**src/rtl/dest_control.sv**
```systemverilog
// Read-side controller of the dual-clock FIFO: synchronises the write pointer into
// clk_d and streams stored words out on a registered valid/ready port. Optional macro: DEST_UNDERFLOW_CNT_EN.
module dest_control #(
    parameter int DATA_WIDTH  = 8,
    parameter int PTR_WIDTH   = 3,
    parameter int SYNC_STAGES = 2
) (
    input  logic                  clk_d,
    input  logic                  rst_d,
    input  logic [PTR_WIDTH-1:0]  write_pointer,
    input  logic [DATA_WIDTH-1:0] mem_data,
    input  logic                  dout_ready,
    output logic [PTR_WIDTH-1:0]  read_pointer,
    output logic [DATA_WIDTH-1:0] dout,
    output logic                  dout_valid,
    output logic                  empty,
    output logic [PTR_WIDTH-1:0]  level
`ifdef DEST_UNDERFLOW_CNT_EN
    ,
    output logic [7:0]            underflow_cnt
`endif
);

    typedef enum logic [1:0] {
        IDLE = 2'b00,
        FLOW = 2'b01,
        HOLD = 2'b10
    } state_t;

    state_t                  state_reg, state_next;
    logic [PTR_WIDTH-1:0]    rp_reg, rp_next;
    logic [DATA_WIDTH-1:0]   dout_reg, dout_next;
    logic [PTR_WIDTH-1:0]    wp_s;
    logic                    valid;
    logic                    load;

    // Write-pointer synchroniser; each stage lives in its own generate scope.
    genvar gi;
    generate
        for (gi = 0; gi < SYNC_STAGES; gi++) begin : g_sync
            logic [PTR_WIDTH-1:0] stage_reg;
            if (gi == 0) begin : g_first
                always_ff @(posedge clk_d) begin
                    if (rst_d) stage_reg <= '0;
                    else       stage_reg <= write_pointer;
                end
            end else begin : g_next
                always_ff @(posedge clk_d) begin
                    if (rst_d) stage_reg <= '0;
                    else       stage_reg <= g_sync[gi-1].stage_reg;
                end
            end
        end
    endgenerate

    assign wp_s  = g_sync[SYNC_STAGES-1].stage_reg;
    // Modulo subtraction handles pointer wrap; a stale wp_s only under-reports.
    assign level = wp_s - rp_reg;
    assign empty = rst_d || (level == '0);
    assign valid = (state_reg != IDLE);
    assign load  = !empty && (!valid || dout_ready);

    always_comb begin
        state_next = state_reg;
        rp_next    = rp_reg;
        dout_next  = dout_reg;
        if (load) begin
            // Accept-and-reload in one cycle keeps valid high with no bubble.
            dout_next  = mem_data;
            rp_next    = rp_reg + PTR_WIDTH'(1);
            state_next = dout_ready ? FLOW : HOLD;
        end else if (valid && dout_ready) begin
            state_next = IDLE;
        end else if (valid) begin
            state_next = HOLD;
        end
    end

    always_ff @(posedge clk_d) begin
        if (rst_d) begin
            state_reg <= IDLE;
            rp_reg    <= '0;
            dout_reg  <= '0;
        end else begin
            state_reg <= state_next;
            rp_reg    <= rp_next;
            dout_reg  <= dout_next;
        end
    end

    assign read_pointer = rp_reg;
    assign dout         = dout_reg;
    assign dout_valid   = valid;

`ifdef DEST_UNDERFLOW_CNT_EN
    // Counts cycles where downstream was ready but nothing was offered.
    logic [7:0] underflow_cnt_reg;

    always_ff @(posedge clk_d) begin
        if (rst_d)
            underflow_cnt_reg <= '0;
        else if (dout_ready && !valid && (underflow_cnt_reg != 8'hFF))
            underflow_cnt_reg <= underflow_cnt_reg + 8'd1;
    end

    assign underflow_cnt = underflow_cnt_reg;
`endif

endmodule

```
**config.mk**
```make
export PLATFORM = sky130hd
export DESIGN_NAME = dest_control
export DESIGN_NICKNAME = d
export VERILOG_FILES = /design/src/rtl/dest_control.sv
export SDC_FILE = /design/constraint.sdc
export NUM_CORES = 1
export LEC_CHECK = 0
export ABC_AREA = 1
export CORE_ASPECT_RATIO = 1.2
export CORE_MARGIN = 1.5
export CORE_UTILIZATION = 38
export DETAILED_ROUTE_END_ITERATION = 16
export PLACE_DENSITY = 0.74
export SYNTH_ARGS = -nofsm -noshare
export SYNTH_HDL_FRONTEND = slang
export SYNTH_SLANG_ARGS = --single-unit
```
**constraint.sdc**
```tcl
create_clock -name clk_d -period 1.9 [get_ports clk_d]
set_clock_uncertainty 0.1 [all_clocks]
set_input_delay 0.57 -clock clk_d [delete_from_list [all_inputs] [get_ports clk_d]]
set_output_delay 0.57 -clock clk_d [all_outputs]
set_load 0.005 [all_outputs]
```
==> impl_metrics.csv, run 1 <==
group,metric,value,unit
run_status,outcome,"complete, but fails checks",
run_status,violations,"negative setup slack",
route,wire_per_inst,9.46,microns
worst_setup_path,critPathRequiredTime,1230,ps
synthesis,synth.area.mux_share,0,%
worst_setup_path,cpMaxStageDelayCell,"fa_2",
worst_setup_path,crit_type,"reg2out",
global_route,antenna_found_initial,0,
clocking,cts.sinks,19,
floorplan,chipWidth,45.8,microns
clocking,clockBufferDepth,2,
timing,setup_viol,4,
worst_setup_path,critPathTopFamily,"adder cells",
synthesis,yosys_register_bits,19,
timing,hold_viol_final,0,
synthesis,synth_area_leaders,"dfxtp_1 46%, inv_1 12%, nand3_1 5.4%, o21ai_1 5.4%, nand3_4 4.2%",
route,drtIter0Drc,2,
worst_setup_path,critPathCaptureType,"primary output",
cells_and_area,fin_util,60.3,%
floorplan,fp.dieH,54.4,microns
cells_and_area,regArea,384,sq um
worst_setup_path,cp-startpoint,"g_sync[1].stage_reg[0]$_SDFF_PP0_",
clocking,clk_pin_slew,100,ps
clocking,cts_tree,"done",
cells_and_area,area_growth_syn_to_layout,49.6,%
place,dp_cells,161,
cells_and_area,drive_gt1_share,24.8,%
synthesis,synth_edf_count,0,
pwr,intPower,974,uW
synthesis,synth-simple-area-share,24.7,%
floorplan,pin_count,30,
synthesis,synth_nets,116,
worst_setup_path,crit_path_cell_trace,"inv_2 -> ha_4 -> fa_2 -> nand2_1 -> inv_2 -> nand3_4 -> nand2_2 -> buf_2",
floorplan,rows,18,
global_route,grt_overflow,0,
route,vias,727,
pwr,cellLeakagePower,0.000591,uW
route,ant_nets,0,
worst_setup_path,r2r_start,"g_sync[1].stage_reg[0]$_SDFF_PP0_",
synthesis,synth_ff_type,"dfxtp_1",
pwr,vdd_drop_max,644,uV
synthesis,synth_top_family_by_area,"simple AND/OR/NAND/NOR gates",
timing,slew_headroom,85.3,%
synthesis,synth.top_cell.area_share,45.5,%
job,cap_violations,0,
synthesis,async_flop_share,0,%
synthesis,yosysSeqAreaShare,45.5,%
worst_setup_path,slowest_delay,530,ps
min_path,hold_path.class,"reg2reg",
worst_setup_path,cp_num_buf_inv,3,
worst_setup_path,arrival,1690,ps
global_route,grt_max_degree,15,
floorplan,initial_core_util,40.3,%
clocking,postCtsSetupBuffers,0,
synthesis,syn_inst,99,
clocking,cts_root_buf,"clkbuf_4",
pwr,combPwrFrac,50.0,%
clocking,hold_buffers,0,
synthesis,synth-compound-area-share,7.34,%
clocking,cts_buffers,3,
global_route,grtUsageTotal,16.2,%
route,post-route-drc-count,0,
synthesis,avgSynthCellArea,8.44,sq um
pwr,p_sw_share,35.2,%
place,routabilityCongestion,0.759,
cells_and_area,largest_reg_flops,8,
timing,finalCritPeriodShare,124,%
synthesis,syn_area,836,sq um
route,dr.pass1.iters,3,
worst_setup_path,timing.critical_path.mode_cell,"inv_2",
synthesis,synthTopCellsByCount,"27 x inv_1, 19 x dfxtp_1, 9 x nand3_1, 9 x nor2_1, 9 x o21ai_1",
floorplan,dieArea,0.00249,sq mm
pwr,p_sw,529,uW
synthesis,yosys_warnings,0,
cells_and_area,nets,155,
pwr,powerDensity,1200,mW/mm^2
clocking,h-tree-depth,1,
pwr,seq_power_share,36.4,%
synthesis,yosysMostFrequentCell,"inv_1",
timing,worst_pin_slew,220,ps
worst_setup_path,critPathLaunchType,"flip-flop",
min_path,worstHoldStart,"g_sync[0].stage_reg[0]$_SDFF_PP0_",
pwr,total_power,1500,uW
synthesis,yosys.area.top_type,"dfxtp_1",
timing,finalWorstSetupSlack,-455,ps
place,place_area,0.00119,sq mm
synthesis,yosys.area_share.xor_xnor,1.05,%
global_route,grt_pass1_vias,689,
timing,grt_setup_unrepaired,"true",
cells_and_area,finalNonFillerCells,167,
place,dp_slack,-528,ps
timing,fin_crit,2360,ps
timing,drv_slew,0,
global_route,grt_pass1_wl,2860,microns
cells_and_area,fillers,201,
cells_and_area,diodes,0,
cells_and_area,stdcell_area,0.00125,sq mm
timing,fmax,0.425,GHz
place,portBuffers,29,
synthesis,synth.distinct_cells,20,
clocking,insertion_delay,290,ps
synthesis,synth-adder-area-share,5.39,%
pwr,pwr-share-clk,13.6,%
floorplan,core,0.00207,sq mm
route,drt-total-wl,1580,microns
cells_and_area,multi_input_area,377,sq um
route,viasPerCell,4.35,
worst_setup_path,critPathMaxFanout,2,
place,post-dp-hpwl,1150,microns
[worst paths after layout]
kind / endpoint / slack (ps) / cells past startpoint
setup reg to reg: read_pointer[0]$_SDFFE_PP0P_ / 70 / 11
hold reg to reg: g_sync[1].stage_reg[0]$_SDFF_PP0_ / 310 / 2
hold / removal: g_sync[1].stage_reg[0]$_SDFF_PP0_ / 310 / 2
setup / recovery: empty / -460 / 8
[layout make-up]
| class | count | share of cell area [%] |
|---|---|---|
| Clock buffer | 4 | 2.10 |
| Tap cell | 30 | 3.00 |
| Multi-Input combinational cell | 51 | 30.1 |
| Sequential cell | 19 | 30.7 |
| Timing Repair Buffer | 36 | 25.9 |
| Inverter | 27 | 8.11 |
[cells in the final DEF, fill, tap and decap left out]
| cell type | instances |
|---|---|
| inv_1 | 24 |
| dfxtp_2 | 3 |
| buf_4 | 7 |
| o211ai_1 | 1 |
| ha_4 | 1 |
| nand3_1 | 9 |
| nand2_8 | 1 |
| clkbuf_1 | 1 |
| fa_2 | 1 |
| clkdlybuf4s15_1 | 1 |
| clkdlybuf4s50_1 | 22 |
| nor2_1 | 9 |
| dlygate4sd2_1 | 3 |
| ha_1 | 1 |
| nand3_2 | 1 |
| clkbuf_4 | 3 |
| o21ai_1 | 9 |
| nand2_4 | 1 |
| inv_2 | 3 |
| nand2_1 | 5 |
| nand2_2 | 4 |
| buf_2 | 3 |
| nand4_1 | 1 |
| or2_2 | 1 |
| dfxtp_1 | 16 |
| nand3_4 | 4 |
| a21oi_2 | 1 |
| xor2_1 | 1 |
[cell families after synthesis]
kind of cell | Yosys count
DFF | 19
and+or+nand+nor | 34
xor gates and xnor gates | 1
buffers and inverters | 31
AOI/OAI and AO/OA | 11
adders and majority gates | 3
[per-stage QoR]
step / hold slack (ps) / setup TNS [ps]
6_report: 307 / -1050
5_1_grt: 323 / -1300
4_1_cts: 314 / -1180
3_5_place_dp: 299 / -1680
3_3_place_gp: 291 / -1410
2_1_floorplan: 288 / -46.7
[power by group through the flow]
stage               Combinational [uW]  Sequential, uW  Clock, uW
floorplan                          371             564          0
global placement                   719             550          0
detailed placement                 743             551          0
CTS                                735             549        212
global route                       837             561        228
finish                             751             548        204
[worst reg2reg max path: cells and delay by family (launching register included)]
family	cells	cell delay (ps)
fa+ha+maj	2	670
buf+inv	3	270
flops	1	330
simple gates	6	360
[repair_timing]
item                       4_1_cts  5_1_grt
gates resized for setup         22        3
pin swaps                        6        2
gates cloned                     1        1
setup endpoints to repair       19       16
[metal layers]
layer	vias up	track usage, %	wire, microns
li1	379	-	-
met5	-	0	0
met2	19	27.0	798
met1	325	18.9	674
met3	4	2.31	63
met4	0	11.4	42
(Power assumes the default switching activity.)
==> run 2: changes to the inputs <==
--- a/config.mk
+++ b/config.mk
@@ -10,7 +10,7 @@
 export CORE_MARGIN = 1.5
 export CORE_UTILIZATION = 38
 export DETAILED_ROUTE_END_ITERATION = 16
-export PLACE_DENSITY = 0.74
+export PLACE_DENSITY = 0.84
 export SYNTH_ARGS = -nofsm -noshare
 export SYNTH_HDL_FRONTEND = slang
 export SYNTH_SLANG_ARGS = --single-unit
==> impl_metrics.csv, run 2 (same netlist as run 1, synthesis figures left out) <==
group,metric,value,unit
run_status,outcome,"complete, but fails checks",
run_status,violations,"negative setup slack",
pwr,p_sw_share,34.9,%
timing,timing.hold.ws,305,ps
place,portBuffers,29,
floorplan,fp.dieH,54.4,microns
global_route,grt_pass1_wl,2900,microns
route,post-route-drc-count,0,
pwr,cellLeakagePower,0.000605,uW
cells_and_area,regArea,385,sq um
global_route,grt_max_degree,15,
worst_setup_path,critPathLaunchType,"flip-flop",
global_route,grt_overflow,0,
timing,finalWorstSetupSlack,-452,ps
place,routabilityCongestion,0.807,
worst_setup_path,cpMaxStageDelayCell,"fa_2",
cells_and_area,drive_gt1_share,26.6,%
pwr,powerDensity,1230,mW/mm^2
timing,hold_viol_final,0,
worst_setup_path,critPathMaxFanout,2,
global_route,grt_pass1_vias,744,
min_path,whs_path_depth,2,
cells_and_area,final_common_cell,"inv_1",
worst_setup_path,reg2reg_to,"read_pointer[0]$_SDFFE_PP0P_",
cells_and_area,fin_util,61.7,%
timing,tns,-1100,ps
clocking,h-tree-depth,1,
min_path,hold_path.class,"reg2reg",
cells_and_area,nets,157,
cells_and_area,area_growth_syn_to_layout,52.8,%
timing,drv_slew,0,
clocking,cts_buffers,3,
floorplan,dieArea,0.00249,sq mm
clocking,hold_buffers,0,
worst_setup_path,r2r_slack,60,ps
cells_and_area,final_cell_mix,"24 x inv_1, 21 x clkdlybuf4s50_1, 15 x dfxtp_1",
route,ant_nets,0,
pwr,seq_power_share,35.2,%
route,vias,731,
cells_and_area,stdcell_area,0.00128,sq mm
cells_and_area,multi_input_area,384,sq um
floorplan,chipWidth,45.8,microns
place,post-dp-hpwl,1290,microns
worst_setup_path,critPathRequiredTime,1230,ps
route,dr.pass1.iters,4,
timing,fin_crit,2350,ps
timing,fmax,0.425,GHz
pwr,intPower,1020,uW
floorplan,rows,18,
place,place_area,0.00119,sq mm
worst_setup_path,cp.depth,8,
worst_setup_path,timing.critical_path.mode_cell,"inv_2",
timing,setup_viol,3,
pwr,combPwrFrac,52.4,%
clocking,cts_root_buf,"clkbuf_4",
global_route,antenna_found_initial,0,
worst_setup_path,reg2regPathDepth,11,
job,cap_violations,0,
timing,finalCritPeriodShare,124,%
pwr,total_power,1570,uW
timing,worst_pin_slew,219,ps
clocking,cts_tree,"done",
floorplan,initial_core_util,40.3,%
route,drt-total-wl,1780,microns
clocking,clk_pin_slew,100,ps
timing,grt_setup_unrepaired,"true",
route,viasPerCell,4.33,
clocking,insertion_delay,280,ps
worst_setup_path,arrival,1680,ps
worst_setup_path,crit_type,"reg2out",
pwr,pwr-share-clk,12.4,%
worst_setup_path,cp_num_buf_inv,3,
pwr,p_sw,547,uW
min_path,worstHoldStart,"g_sync[0].stage_reg[0]$_SDFF_PP0_",
route,drtIter0Drc,6,
cells_and_area,fillers,186,
min_path,min_to,"g_sync[1].stage_reg[0]$_SDFF_PP0_",
clocking,clockBufferDepth,2,
timing,slew_headroom,85.4,%
cells_and_area,largest_reg_flops,8,
global_route,grtUsageTotal,16.6,%
worst_setup_path,critPathTopFamily,"adder cells",
pwr,vdd_drop_max,680,uV
route,wire_per_inst,10.5,microns
worst_setup_path,critPathCaptureType,"primary output",
worst_setup_path,slowest_delay,530,ps
cells_and_area,diodes,0,
worst_setup_path,r2r_start,"g_sync[1].stage_reg[0]$_SDFF_PP0_",
floorplan,core,0.00207,sq mm
worst_setup_path,crit_path_cell_trace,"inv_2 -> ha_4 -> fa_2 -> nand2_1 -> inv_2 -> nand3_4 -> nand2_2 -> buf_2",
floorplan,pin_count,30,
clocking,cts.sinks,19,
-- run 2: how the worst max path moves through the flow --
stage                                            from  endpoint  slack, ps
global placement    g_sync[1].stage_reg[0]$_SDFF_PP0_     empty       -490
finish              g_sync[1].stage_reg[0]$_SDFF_PP0_     empty       -450
CTS                 g_sync[1].stage_reg[0]$_SDFF_PP0_     empty       -500
floorplan                read_pointer[0]$_SDFFE_PP0P_     empty        -50
global route        g_sync[1].stage_reg[0]$_SDFF_PP0_     empty       -520
detailed placement  g_sync[1].stage_reg[0]$_SDFF_PP0_     empty       -550
-- run 2: layer usage --
| metal | track usage, % | share of wire (%) | vias to the layer above |
|---|---|---|---|
| met1 | 14.4 | 37 | 329 |
| met3 | 2.31 | 3.0 | 2 |
| met5 | 0 | 0 | - |
| li1 | - | - | 382 |
| met2 | 34.0 | 59 | 18 |
| met4 | 10.5 | 1.1 | 0 |
-- run 2: stage by stage --
stage / setup slack, ps / instances
finish: -452 / 169
global route: -521 / 169
CTS: -501 / 167
detailed placement: -545 / 161
global placement: -485 / 161
floorplan: -46.7 / 99
-- run 2: power by group through the flow --
stage | Combinational (uW) | Clock, uW | Sequential (uW)
2_1_floorplan | 371 | 0 | 564
3_3_place_gp | 716 | 0 | 551
3_5_place_dp | 744 | 0 | 555
4_1_cts | 757 | 205 | 548
5_1_grt | 902 | 221 | 566
6_report | 820 | 195 | 551
-- run 2: tightest hold or removal path, cell delays in order (launching register included) --
cell	delay, ps
dfxtp_1	310
inv_1	40
nor2_1	30
-- run 2: timing repair --
action,CTS,global route
endpoints found under the setup margin,19,17
pin swaps,6,2
cloned,1,1
resized for setup,21,10
buffers inserted,1,1
-- run 2: area by class of cell --
type                       count  share of cell area [%]
multi-input combinational     51                    30.1
tap                           30                    2.94
sequential                    19                    30.2
inverter                      27                    7.93
timing repair buffer          38                    26.8
clock buffer                   4                    2.06
